[config.mk]
export PLATFORM = sky130hd
export DESIGN_NAME = bcd_updown_counter_disp
export DESIGN_NICKNAME = d
export VERILOG_FILES = /design/src/rtl/bcd_disp_pkg.sv /design/src/rtl/btn_conditioner.sv /design/src/rtl/bcd_updown_counter_disp.sv
export SDC_FILE = /design/constraint.sdc
export NUM_CORES = 1
export LEC_CHECK = 0
export ABC_AREA = 1
export BUFFER_PORTS_ARGS = -buffer_cell sky130_fd_sc_hd__buf_4
export CORE_AREA = 2 2 84 86
export CTS_BUF_LIST = sky130_fd_sc_hd__clkbuf_16
export CTS_CLUSTER_SIZE = 14
export DETAILED_ROUTE_END_ITERATION = 10
export DIE_AREA = 0 0 86 88
export GPL_TIMING_DRIVEN = 1
export PLACE_DENSITY_LB_ADDON = 0.05
export RECOVER_POWER = 25
export SLEW_MARGIN = 25
export SYNTH_ARGS = -nofsm -noshare
export SYNTH_HDL_FRONTEND = slang
export SYNTH_SLANG_ARGS = --single-unit
[constraint.sdc]
create_clock -name clk -period 2.9 [get_ports clk]
set_input_delay 0 -clock clk [delete_from_list [all_inputs] [get_ports clk]]
set_output_delay 0 -clock clk [all_outputs]
set_load 0.01 [all_outputs]
[src/rtl/bcd_disp_pkg.sv]
// rtl/bcd_disp_pkg.sv - glyph constants, mode encoding and segment decoder for the BCD counter display
package bcd_disp_pkg;

    typedef enum logic {
        MODE_PAUSE = 1'b0,
        MODE_RUN   = 1'b1
    } mode_t;

    // Segment order {g,f,e,d,c,b,a}, active-low
    localparam logic [6:0] SEG_0        = 7'b100_0000;
    localparam logic [6:0] SEG_1        = 7'b111_1001;
    localparam logic [6:0] SEG_2        = 7'b010_0100;
    localparam logic [6:0] SEG_3        = 7'b011_0000;
    localparam logic [6:0] SEG_4        = 7'b001_1001;
    localparam logic [6:0] SEG_5        = 7'b001_0010;
    localparam logic [6:0] SEG_6        = 7'b000_0010;
    localparam logic [6:0] SEG_7        = 7'b111_1000;
    localparam logic [6:0] SEG_8        = 7'b000_0000;
    localparam logic [6:0] SEG_9        = 7'b001_0000;
    localparam logic [6:0] SEG_ARROW_UP = 7'b101_1100;
    localparam logic [6:0] SEG_ARROW_DN = 7'b110_0011;
    localparam logic [6:0] SEG_BLANK    = 7'h7F;

    // Display value codes: 0-9 are digits, two codes select the arrows, anything else blanks
    localparam logic [4:0] VAL_ARROW_UP = 5'h10;
    localparam logic [4:0] VAL_ARROW_DN = 5'h11;
    localparam logic [4:0] VAL_BLANK    = 5'h1F;

    function automatic logic [6:0] seg_decode(input logic [4:0] v);
        logic [6:0] s;
        s = SEG_BLANK;
        case (v)
            5'd0:         s = SEG_0;
            5'd1:         s = SEG_1;
            5'd2:         s = SEG_2;
            5'd3:         s = SEG_3;
            5'd4:         s = SEG_4;
            5'd5:         s = SEG_5;
            5'd6:         s = SEG_6;
            5'd7:         s = SEG_7;
            5'd8:         s = SEG_8;
            5'd9:         s = SEG_9;
            VAL_ARROW_UP: s = SEG_ARROW_UP;
            VAL_ARROW_DN: s = SEG_ARROW_DN;
            default:      s = SEG_BLANK;
        endcase
        return s;
    endfunction

endpackage

[src/rtl/btn_conditioner.sv]
// rtl/btn_conditioner.sv - debounce a raw pad input and emit a one-cycle pulse on its debounced rising edge
module btn_conditioner #(
    parameter int DEB_LEN = 4
) (
    input  logic clk,
    input  logic rst,
    input  logic raw,
    output logic level,
    output logic pulse
);
    localparam int            RW       = $clog2(DEB_LEN + 1);
    localparam logic [RW-1:0] RUN_FULL = RW'(DEB_LEN - 1);

    logic [RW-1:0] run_len;
    logic          armed;
    logic          stable;

    // The current sample completes a full run of DEB_LEN ones
    assign stable = raw && (run_len == RUN_FULL);

    always_ff @(posedge clk) begin
        if (rst) begin
            run_len <= '0;
            level   <= 1'b0;
            pulse   <= 1'b0;
            armed   <= 1'b0;
        end else begin
            if (!raw) begin
                run_len <= '0;
            end else if (run_len != RUN_FULL) begin
                run_len <= run_len + 1'b1;
            end
            level <= stable;
            // A button held through reset stays disarmed until it is seen released
            pulse <= stable && !level && armed;
            armed <= armed || !raw;
        end
    end

endmodule

[src/rtl/bcd_updown_counter_disp.sv]
// rtl/bcd_updown_counter_disp.sv - N-digit BCD up/down counter with conditioned buttons and multiplexed 7-seg
module bcd_updown_counter_disp
    import bcd_disp_pkg::*;
#(
    parameter int NUM_DIGITS = 2,
    parameter int NUM_SPEEDS = 3,
    parameter int SLOW_EXP   = 25,
    parameter int SCAN_EXP   = 10,
    parameter int DEB_LEN    = 4,
    parameter int WRAP       = 0
) (
    input  logic                  clk,
    input  logic                  rst,
    input  logic                  en,
    input  logic                  dir,
    input  logic                  speed_up,
    input  logic                  speed_down,
    output logic [NUM_DIGITS+1:0] DIGIT,
    output logic [6:0]            DISPLAY,
    output logic                  max,
    output logic                  min
);
    localparam int             SPW       = (NUM_SPEEDS > 2) ? $clog2(NUM_SPEEDS) : 1;
    localparam int             NPOS      = NUM_DIGITS + 2;
    localparam int             PW        = $clog2(NPOS);
    localparam int             CW        = 4 * NUM_DIGITS;
    localparam logic [SPW-1:0] SPEED_MAX = SPW'(NUM_SPEEDS - 1);
    localparam logic [PW-1:0]  POS_LAST  = PW'(NPOS - 1);
    localparam bit             WRAP_EN   = (WRAP != 0);

    logic en_pulse, up_pulse, down_pulse, dir_db;
    logic en_level_unused, up_level_unused, down_level_unused, dir_pulse_unused;

    btn_conditioner #(.DEB_LEN(DEB_LEN)) u_btn_en (
        .clk(clk), .rst(rst), .raw(en), .level(en_level_unused), .pulse(en_pulse)
    );
    btn_conditioner #(.DEB_LEN(DEB_LEN)) u_btn_dir (
        .clk(clk), .rst(rst), .raw(dir), .level(dir_db), .pulse(dir_pulse_unused)
    );
    btn_conditioner #(.DEB_LEN(DEB_LEN)) u_btn_up (
        .clk(clk), .rst(rst), .raw(speed_up), .level(up_level_unused), .pulse(up_pulse)
    );
    btn_conditioner #(.DEB_LEN(DEB_LEN)) u_btn_down (
        .clk(clk), .rst(rst), .raw(speed_down), .level(down_level_unused), .pulse(down_pulse)
    );

    mode_t          mode_q, mode_d;
    logic [SPW-1:0] speed;
    logic           countup;

    always_comb begin
        mode_d = mode_q;
        if (en_pulse) begin
            mode_d = (mode_q == MODE_RUN) ? MODE_PAUSE : MODE_RUN;
        end
    end

    always_ff @(posedge clk) begin
        if (rst) begin
            mode_q  <= MODE_PAUSE;
            speed   <= '0;
            countup <= 1'b1;
        end else begin
            mode_q <= mode_d;
            if (mode_q == MODE_RUN) begin
                countup <= ~dir_db;
            end
            if (up_pulse) begin
                if (speed != SPEED_MAX) speed <= speed + 1'b1;
            end else if (down_pulse && speed != '0) begin
                speed <= speed - 1'b1;
            end
        end
    end

    // Rate tick: rising edge of the prescaler bit chosen by the current speed
    logic [SLOW_EXP-1:0] presc;
    logic                tap, tap_q, tick;

    always_comb begin
        tap = 1'b0;
        for (int s = 0; s < NUM_SPEEDS; s++) begin
            if (speed == SPW'(s)) tap = presc[SLOW_EXP-1-s];
        end
    end

    always_ff @(posedge clk) begin
        if (rst) begin
            presc <= '0;
            tap_q <= 1'b0;
            tick  <= 1'b0;
        end else begin
            presc <= presc + 1'b1;
            tap_q <= tap;
            tick  <= tap && !tap_q;
        end
    end

    logic [CW-1:0]       count, count_inc, count_dec;
    logic [NUM_DIGITS:0] carry, borrow;
    logic                all_nines, is_zero;

    assign carry[0]  = 1'b1;
    assign borrow[0] = 1'b1;

    for (genvar i = 0; i < NUM_DIGITS; i++) begin : g_cell
        logic [3:0] d;
        assign d                   = count[4*i +: 4];
        assign carry[i+1]          = carry[i] && (d == 4'd9);
        assign borrow[i+1]         = borrow[i] && (d == 4'd0);
        assign count_inc[4*i +: 4] = !carry[i]  ? d : (d == 4'd9) ? 4'd0 : d + 4'd1;
        assign count_dec[4*i +: 4] = !borrow[i] ? d : (d == 4'd0) ? 4'd9 : d - 4'd1;
    end

    assign all_nines = carry[NUM_DIGITS];
    assign is_zero   = borrow[NUM_DIGITS];

    // The tick is judged against the pre-toggle mode, so a coincident en pulse does not veto it
    always_ff @(posedge clk) begin
        if (rst) begin
            count <= '0;
            max   <= 1'b0;
            min   <= 1'b0;
        end else if (tick && mode_q == MODE_RUN) begin
            if (countup) begin
                max <= all_nines;
                min <= 1'b0;
                if (!all_nines || WRAP_EN) count <= count_inc;
            end else begin
                min <= is_zero;
                max <= 1'b0;
                if (!is_zero || WRAP_EN) count <= count_dec;
            end
        end
    end

    logic [SCAN_EXP-1:0] scan_cnt;
    logic                scan_tick;
    logic [PW-1:0]       pos, pos_next;
    logic [4:0]          value_q, value_d;

    assign scan_tick = &scan_cnt;
    assign pos_next  = !scan_tick ? pos : (pos == POS_LAST) ? '0 : pos + 1'b1;

    // Value is chosen for the position DIGIT moves to, so the two always agree
    always_comb begin
        value_d = VAL_BLANK;
        for (int i = 0; i < NUM_DIGITS; i++) begin
            if (pos_next == PW'(i)) value_d = {1'b0, count[4*i +: 4]};
        end
        if (pos_next == PW'(NUM_DIGITS)) value_d = countup ? VAL_ARROW_UP : VAL_ARROW_DN;
        if (pos_next == PW'(NUM_DIGITS + 1)) value_d = 5'(speed);
    end

    always_ff @(posedge clk) begin
        if (rst) begin
            scan_cnt <= '0;
            pos      <= '0;
            DIGIT    <= ~(NPOS'(1));
            value_q  <= 5'd0;
        end else begin
            scan_cnt <= scan_cnt + 1'b1;
            pos      <= pos_next;
            value_q  <= value_d;
            if (scan_tick) DIGIT <= {DIGIT[NPOS-2:0], DIGIT[NPOS-1]};
        end
    end

    assign DISPLAY = seg_decode(value_q);

endmodule
==> results of run 1 <==
-- cells by family (layout without fill, tap and decap cells) --
family	after synthesis	in the layout
DFF	84	84
AOI/OAI and AO/OA	96	96
and+or+nand+nor	277	277
xor gates and xnor gates	12	12
adders and majority gates	20	20
buffers and inverters	79	108
-- flip-flops by register name (all words and copies together), names as in the netlist, 2 cells and up --
signal	count
presc	25
u_btn_dir.run_len	3
u_btn_down.run_len	3
DIGIT	4
u_btn_en.run_len	3
count	8
value_q	5
pos	2
speed	2
u_btn_up.run_len	3
scan_cnt	10
-- area by class of cell --
cell class	instances	area, µm²
repair buffers	23	160
clock inverters	7	124
clock buffers	9	225
multi-input cells	405	2200
well taps	80	100
fillers	550	1890
inverters	69	259
flip-flops and latches	84	1680
-- timing repair --
action,4_1_cts,5_1_grt
hold buffers,4,0
endpoints found under the hold margin,9,0
endpoints found under the setup margin,0,0
-- Yosys cell counts, drive strengths merged --
library cell  number
nand2            128
dfxtp             84
nor2              77
inv               68
a21oi             57
nand3             34
o21ai             30
ha                20
nor3              20
xor2               9
nand4              8
clkbuf             6
a211oi             5
buf                4
or2                4
nor4               3
xnor2              3
nor3b              2
o211ai             2
and3               1
clkinv             1
o21a               1
o31ai              1
-- through the flow --
stage	instances	total power [µW]	setup slack, ns	area [µm²]	util, %
3_3_place_gp	657	1270	1.31	4390	66.1
5_1_grt	677	2640	0.947	4750	71.5
2_1_floorplan	568	1250	1.44	4210	-
6_report	677	2570	1.17	4750	71.5
3_5_place_dp	657	1270	1.22	4390	66.1
4_1_cts	677	2590	1.18	4780	71.9
-- where the power goes --
part           leakage [µW]  switching (µW)  internal (µW)  total, µW
Sequential         0.000680            11.5           1170       1180
Combinational       0.00101            42.0           26.0       68.0
Clock              0.000166             473            847       1320
-- metal layers --
layer	global-route usage, %	vias up
met5	0	-
met4	9.24	0
met3	4.90	19
met2	41.9	89
met1	29.4	1661
li1	-	1902
-- worst max path at each step --
stage / cells past startpoint / endpoint
6_report: 9 / value_q[2]
4_1_cts: 9 / value_q[2]
3_5_place_dp: 9 / value_q[2]
3_3_place_gp: 10 / value_q[1]
5_1_grt: 10 / value_q[1]
2_1_floorplan: 8 / presc[20]
==> results.toml, run 1 <==
[timing]
finClkSkew_ns = 0.00497
tns_ns = 0
max_freq_mhz = 580
hold_ws_ns = 0.108
tightestPinTransition_ns = 0.472
finalCriticalPeriod_ns = 1.73
min_period_over_period_pct = 59.5
grt_setup_unrepaired = "no"
finalHoldViolCount = 0
final_max_slew_viol_count = 0
slew-limit-headroom_pct = 68.6
setup_viol_count_final = 0

[die]
die_w_um = 86
core_um2 = 6640
die_h_um = 88
initial_utilization_pct = 63.3
die_area_um2 = 7570
std_cell_rows = 30
num_io_pins = 19

[setup_path]
crit_chain = "ha_1 > nand2_1 > nor2_4 > nand3_2 > nand2_1 > nand2_2 > nand2_1 > nor2_1 > nor3_2"
reg2reg_to = "value_q[2]"
slowest_stage = "dfxtp_1"
cp_top_family = "simple AND/OR/NAND/NOR gates"
startpoint = "scan_cnt[0]"
crit_buf_inv = 0
worstSetupPathType = "flip-flop to flip-flop"
required_ns = 3.16
critPathMaxStageDelay_ns = 0.35
reg2reg_setup_slack_ns = 1.17
crit_fanout = 12
cp-end-kind = "flip-flop"
regToRegStartpoint = "scan_cnt[0]"
cp.arrival_ns = 1.99
startpoint_type = "flip-flop"
reg2regPathDepth = 9
crit_top_cell = "nand2_1"

[routing]
wl_met2_um = 4090
top_layer_used = "met4"
drt-total-wl_um = 8360
ant_nets = 0
vias = 3671
drt-met1-wl_um = 3700
vias_per_cell = 5.42
met3_length_um = 373
drc = 0
wl_per_cell_um = 12.3
dr.pass1.iters = 6
drt_iter0_markers = 197

[grt]
grt_max_degree = 42
track_usage_pct = 24.1
grt_pass1_wl_um = 14700
grt_overflow = 0
antenna_found_initial = 0
grt_pass1_vias = 3435

[cells_and_area]
drive_above_1_share_pct = 12.9
mostFrequentLayoutCells = "nand2_1, dfxtp_1, nor2_1"
final_common_cell = "nand2_1"
nets = 618
syn2layout_area_growth_pct = 12.9
n_antenna_cell = 0

[clocking]
clock-sinks = 84
root_buffer = "clkbuf_16"
cts_tree = "done"
clockBufferDepth = 2
cts.htree.levels = 3
clk_pin_slew_ns = 0.06
postCtsSetupBuffers = 0
cts_resized = 0
clk_latency_ns = 0.33
cts_made_buffers = 9

[yosys]
synth_top_family_by_area = "simple AND/OR/NAND/NOR gates"
synth_compound_area_share_pct = 12.6
mappedNetlistNets = 594
yosys.area.top_type_share_pct = 40.0
ys_ff_latch = 84
ys_seq_area_share_pct = 40.0
syn_area_um2 = 4210
synth_area_leaders = "dfxtp_1, nand2_1, a21oi_1"
postSynthAreaPerCell_um2 = 7.41
synthMuxAreaShare_pct = 0
ys_types = 38
synthSimpleGateAreaFrac_pct = 31.4
synthXorXnorAreaFrac_pct = 2.50
yosysWarnings = 0
netlist_instances = 568
synth_top_area_cell = "dfxtp_1"
synth_adder_area_share_pct = 5.95

[place]
port_buffers = 18
hpwl_um = 5810
gp_congestion = 0.854

[pwr]
peakVddDrop_mv = 0.381
p_leak_uw = 0.00185
power-per-cell-area_nw_per_um2 = 541

[status]
status = "finished, final reports clean"

[hold_path]
min_to = "presc[2]"
min-delay-start = "rst"
hold_path_depth = 2
hold_path_class = "input port to flip-flop"

[run]
cap_violations = 0
(Power assumes the default switching activity.)
==> inputs of run 2 (changes only) <==
--- a/config.mk
+++ b/config.mk
@@ -7,11 +7,11 @@
 export LEC_CHECK = 0
 export ABC_AREA = 1
 export BUFFER_PORTS_ARGS = -buffer_cell sky130_fd_sc_hd__buf_4
-export CORE_AREA = 2 2 84 86
+export CORE_AREA = 2 2 87 89
 export CTS_BUF_LIST = sky130_fd_sc_hd__clkbuf_16
 export CTS_CLUSTER_SIZE = 14
 export DETAILED_ROUTE_END_ITERATION = 10
-export DIE_AREA = 0 0 86 88
+export DIE_AREA = 0 0 89 91
 export GPL_TIMING_DRIVEN = 1
 export PLACE_DENSITY_LB_ADDON = 0.05
 export RECOVER_POWER = 25
==> constraint.sdc (replaced) <==
create_clock -name clk -period 1.8 [get_ports clk]
set_input_delay 0 -clock clk [delete_from_list [all_inputs] [get_ports clk]]
set_output_delay 0 -clock clk [all_outputs]
set_load 0.01 [all_outputs]
==> run 2 against run 1 <==
  * Final area is 0.34% lower
  * Hold slack hardly changed
  * Combinational power is 69% higher
  * Highest routed layer unchanged
  * Count of clock-buffer cells in the layout stayed put
==> results.toml, run 2 (same netlist as run 1, synthesis figures left out) <==
[status]
status = "finished, final reports clean"

[grt]
track_usage_pct = 21.4
grt_max_degree = 42
grt_overflow = 0
grt_pass1_vias = 3338
antenna_found_initial = 0
grt-busiest-layer = "met2"
met1_usage_pct = 26.6
gr-usage-met2_pct = 36.7
grt_use_met3_pct = 3.36
grt_pass1_wl_um = 13900

[routing]
wl_per_cell_um = 11.5
vias = 3629
drt-total-wl_um = 8040
ant_nets = 0
drc = 0
drt_iter0_markers = 223
dr.pass1.iters = 5
vias_per_cell = 5.18

[clocking]
cts_tree = "done"
root_buffer = "clkbuf_16"
postCtsSetupBuffers = 0
clk_pin_slew_ns = 0.07
cts_made_buffers = 9
clock-sinks = 84
clk_latency_ns = 0.33
cts.htree.levels = 3
clockBufferDepth = 2

[die]
die_area_um2 = 8100
die_w_um = 89
core_um2 = 7140
die_h_um = 91
num_io_pins = 19
initial_utilization_pct = 59.0
std_cell_rows = 31

[place]
hpwl_um = 5790
placedCellCount = 680
post_dp_cell_area_um2 = 4440
gp_congestion = 0.879
port_buffers = 18

[cells_and_area]
nets = 622
regMostFlops = "presc"
drive_above_1_share_pct = 13.3
syn2layout_area_growth_pct = 12.5
n_antenna_cell = 0
final_area_um2 = 4740
final_common_cell = "nand2_1"
largest_registers = "presc (25), scan_cnt (10), count (8)"
final_cells = 700
mostFrequentLayoutCells = "nand2_1, dfxtp_1, nor2_1"
largest_reg_flops = 25

[timing]
tightestPinTransition_ns = 0.500
final_max_slew_viol_count = 0
finalHoldViolCount = 0
finalCriticalPeriod_ns = 1.64
min_period_over_period_pct = 91.0
max_freq_mhz = 610
hold_ws_ns = 0.107
setup_viol_count_final = 0
slew-limit-headroom_pct = 66.7
finClkSkew_ns = 0.00875

[setup_path]
cp-end-kind = "flip-flop"
crit_fanout = 12
cp.arrival_ns = 1.90
required_ns = 2.06
worstSetupPathType = "flip-flop to flip-flop"
reg2regPathDepth = 9
startpoint_type = "flip-flop"

[hold_path]
hold_path_class = "input port to flip-flop"
hold_path_depth = 2

[pwr]
peakVddDrop_mv = 0.629
p_leak_uw = 0.00183
power-per-cell-area_nw_per_um2 = 786

[run]
cap_violations = 0
[run 2: path summary, 6_finish.rpt]
| kind | startpoint | endpoint | slack [ns] |
|---|---|---|---|
| max | scan_cnt[0] | value_q[2] | 0.16 |
| min | rst | pos[0] | 0.11 |
| max reg2reg | scan_cnt[0] | value_q[2] | 0.16 |
| min reg2reg | tap_q | tick | 0.39 |
[run 2: repair_timing]
item                                    4_1_cts  5_1_grt
endpoints found under the setup margin        0        4
hold buffers                                  4        0
endpoints found under the hold margin        12        0
resized for setup                             0        1
[run 2: power breakdown]
part           leakage [µW]  internal [µW]  switching, µW
registers          0.000680           1880           15.7
logic               0.00103           44.5           70.1
clock network      0.000128            939            768
total               0.00183           2870            854
[run 2: final cells by class]
| class | instances | area, µm² |
|---|---|---|
| Fill cell | 666 | 2400 |
| Multi-Input combinational cell | 405 | 2210 |
| Sequential cell | 84 | 1680 |
| Inverter | 69 | 259 |
| Clock buffer | 9 | 225 |
| Timing Repair Buffer | 27 | 186 |
| Tap cell | 99 | 124 |
| Clock inverter | 7 | 50.0 |
[run 2: worst max-delay path, stage by stage (launching register included)]
cell and delay, ns:
dfxtp_1 0.35, ha_1 0.18, nand2_1 0.10, nor2_4 0.17, nand3_4 0.16, nand2_1 0.14, nand2_2 0.12, nand2_1 0.11
nor2_1 0.06, nor3_2 0.16
[run 2: metrics by stage]
step / utilization (%) / total power, µW / setup TNS [ns] / setup slack [ns]
2_1_floorplan: - / 2020 / 0 / 0.336
3_3_place_gp: 62.3 / 2050 / 0 / 0.210
3_5_place_dp: 62.3 / 2050 / 0 / 0.109
4_1_cts: 66.7 / 3750 / 0 / 0.0680
5_1_grt: 66.4 / 3840 / -0.00446 / -0.00446
6_report: 66.4 / 3720 / 0 / 0.162
[run 2: layer usage]
| metal | part of all wire, % | vias up |
|---|---|---|
| li1 | - | 1901 |
| met1 | 48 | 1656 |
| met2 | 47 | 57 |
| met3 | 3.1 | 15 |
| met4 | 1.9 | 0 |
| met5 | 0 | - |
==> inputs of run 3 (changes only) <==
--- a/config.mk
+++ b/config.mk
@@ -7,11 +7,13 @@
 export LEC_CHECK = 0
 export ABC_AREA = 1
 export BUFFER_PORTS_ARGS = -buffer_cell sky130_fd_sc_hd__buf_4
-export CORE_AREA = 2 2 87 89
+export CELL_PAD_IN_SITES_DETAIL_PLACEMENT = 0
+export CELL_PAD_IN_SITES_GLOBAL_PLACEMENT = 1
+export CORE_AREA = 2 2 100 102
 export CTS_BUF_LIST = sky130_fd_sc_hd__clkbuf_16
 export CTS_CLUSTER_SIZE = 14
 export DETAILED_ROUTE_END_ITERATION = 10
-export DIE_AREA = 0 0 89 91
+export DIE_AREA = 0 0 102 104
 export GPL_TIMING_DRIVEN = 1
 export PLACE_DENSITY_LB_ADDON = 0.05
 export RECOVER_POWER = 25
==> run 3 against run 2 <==
  * Maximum frequency up 1.6%
  * First-iteration DRC count down 56%
  * Sequential cell count did not move
  * Clock skew is 0.0046 ns lower
  * Register-to-register slack better by 0.05 ns
  * Wire length increased by 2.9%
  * Critical path type is now flip-flop to primary output
==> results.toml, run 3 (same netlist as run 1, synthesis figures left out) <==
[cells_and_area]
final_area_um2 = 4870
mostFrequentLayoutCells = "nand2_1, dfxtp_1, nor2_1"
nets = 626
n_antenna_cell = 0
final_common_cell = "nand2_1"
syn2layout_area_growth_pct = 15.7
regMostFlops = "presc"
drive_above_1_share_pct = 13.4
largest_reg_flops = 25
largest_registers = "presc (25), scan_cnt (10), count (8)"

[die]
num_io_pins = 19
initial_utilization_pct = 44.1
std_cell_rows = 36
core_um2 = 9550
die_area_um2 = 10600
die_h_um = 104
die_w_um = 102

[hold_path]
min_to = "DIGIT[2]"
hold_path_depth = 4
hold_path_class = "input port to flip-flop"
min-delay-start = "rst"

[setup_path]
reg2reg_to = "presc[16]"
crit_fanout = 6
required_ns = 1.80
reg2regPathDepth = 8
regToRegStartpoint = "presc[1]"
worstSetupPathType = "flip-flop to primary output"
cp.arrival_ns = 1.61
cp-end-kind = "primary output"
reg2reg_setup_slack_ns = 0.21
startpoint_type = "flip-flop"

[run]
cap_violations = 0

[routing]
vias = 3545
vias_per_cell = 4.80
drt_iter0_markers = 98
dr.pass1.iters = 5
drc = 0
wl_per_cell_um = 11.2
ant_nets = 0
drt-total-wl_um = 8270

[timing]
final_max_slew_viol_count = 0
finalCriticalPeriod_ns = 1.61
setup_viol_count_final = 0
grt_setup_unrepaired = "no"
slew-limit-headroom_pct = 67.6
finClkSkew_ns = 0.00411
max_freq_mhz = 620
tightestPinTransition_ns = 0.485
min_period_over_period_pct = 89.5
finalHoldViolCount = 0
tns_ns = 0
timing.final.ws_setup_ns = 0.188

[pwr]
p_leak_uw = 0.00188
power-per-cell-area_nw_per_um2 = 844
peakVddDrop_mv = 0.576
power_uw = 4110

[clocking]
clockBufferDepth = 2
clk_latency_ns = 0.34
root_buffer = "clkbuf_16"
clk_pin_slew_ns = 0.06
cts_made_buffers = 9
cts.htree.levels = 3
cts_tree = "done"
clock-sinks = 84

[grt]
track_usage_pct = 17.1
grt_pass1_wl_um = 14600
grt_pass1_vias = 3249
grt_overflow = 0
antenna_found_initial = 0
grt_max_degree = 41

[place]
post_dp_cell_area_um2 = 4490
port_buffers = 18
gp_congestion = 0.812
dpl_worst_slack_ns = 0.133
hpwl_um = 5840

[status]
status = "finished, final reports clean"
-- run 3: cell count changes in the layout (fill, tap and decap cells not counted), sizes merged --
cell	previous run	this run
clkbuf	16	17
inv	70	68
clkinvlp	3	0
clkinv	3	5
bufinv	0	3
buf	16	19
-- run 3: stage by stage --
stage / util (%) / instances / hold slack (ns)
final: 51.0 / 738 / 0.173
after global routing: 51.0 / 738 / 0.201
after CTS: 51.0 / 734 / 0.176
after detailed placement: 47.0 / 714 / 0.191
after global placement: 47.0 / 714 / 0.189
after floorplan: - / 568 / 0.0959
-- run 3: layer usage --
layer	global-route usage, %	up-vias	wire (µm)
met5	0	-	0
met3	3.63	4	251
li1	-	1912	-
met2	26.8	41	3820
met4	6.67	0	80
met1	22.7	1588	4120
-- run 3: how the worst max path moves through the flow --
stage / slack, ns / endpoint / start
finish: 0.19 / DISPLAY[0] / value_q[1]
global route: 0.02 / DISPLAY[4] / value_q[0]
CTS: 0.12 / value_q[2] / scan_cnt[0]
detailed placement: 0.13 / value_q[2] / scan_cnt[0]
global placement: 0.19 / value_q[1] / scan_cnt[0]
floorplan: 0.34 / presc[20] / presc[0]
-- run 3: layout make-up --
type | count | area, µm²
multi-input cells | 405 | 2210
inverters | 69 | 259
clock buffers | 9 | 225
flip-flops and latches | 84 | 1680
well taps | 133 | 166
clock inverters | 7 | 115
fillers | 972 | 4680
repair buffers | 31 | 213
-- run 3: worst max-delay path, stage by stage (launching register included) --
cell,delay (ns)
dfxtp_1,0.35
inv_1,0.11
ha_1,0.19
or2_2,0.28
o211ai_1,0.09
a21oi_1,0.09
buf_4,0.16
-- run 3: timing repair --
| action | in CTS | in global routing |
|---|---|---|
| hold endpoints to repair | 12 | 0 |
| buffers inserted | 0 | 4 |
| setup endpoints to repair | 0 | 4 |
| resized for setup | 0 | 1 |
| hold buffers | 4 | 0 |
-- run 3: power by group --
part           total [µW]  internal [µW]  switching [µW]
Combinational         111           43.6            67.8
Sequential           1900           1890            15.0
Clock                2100           1350             748
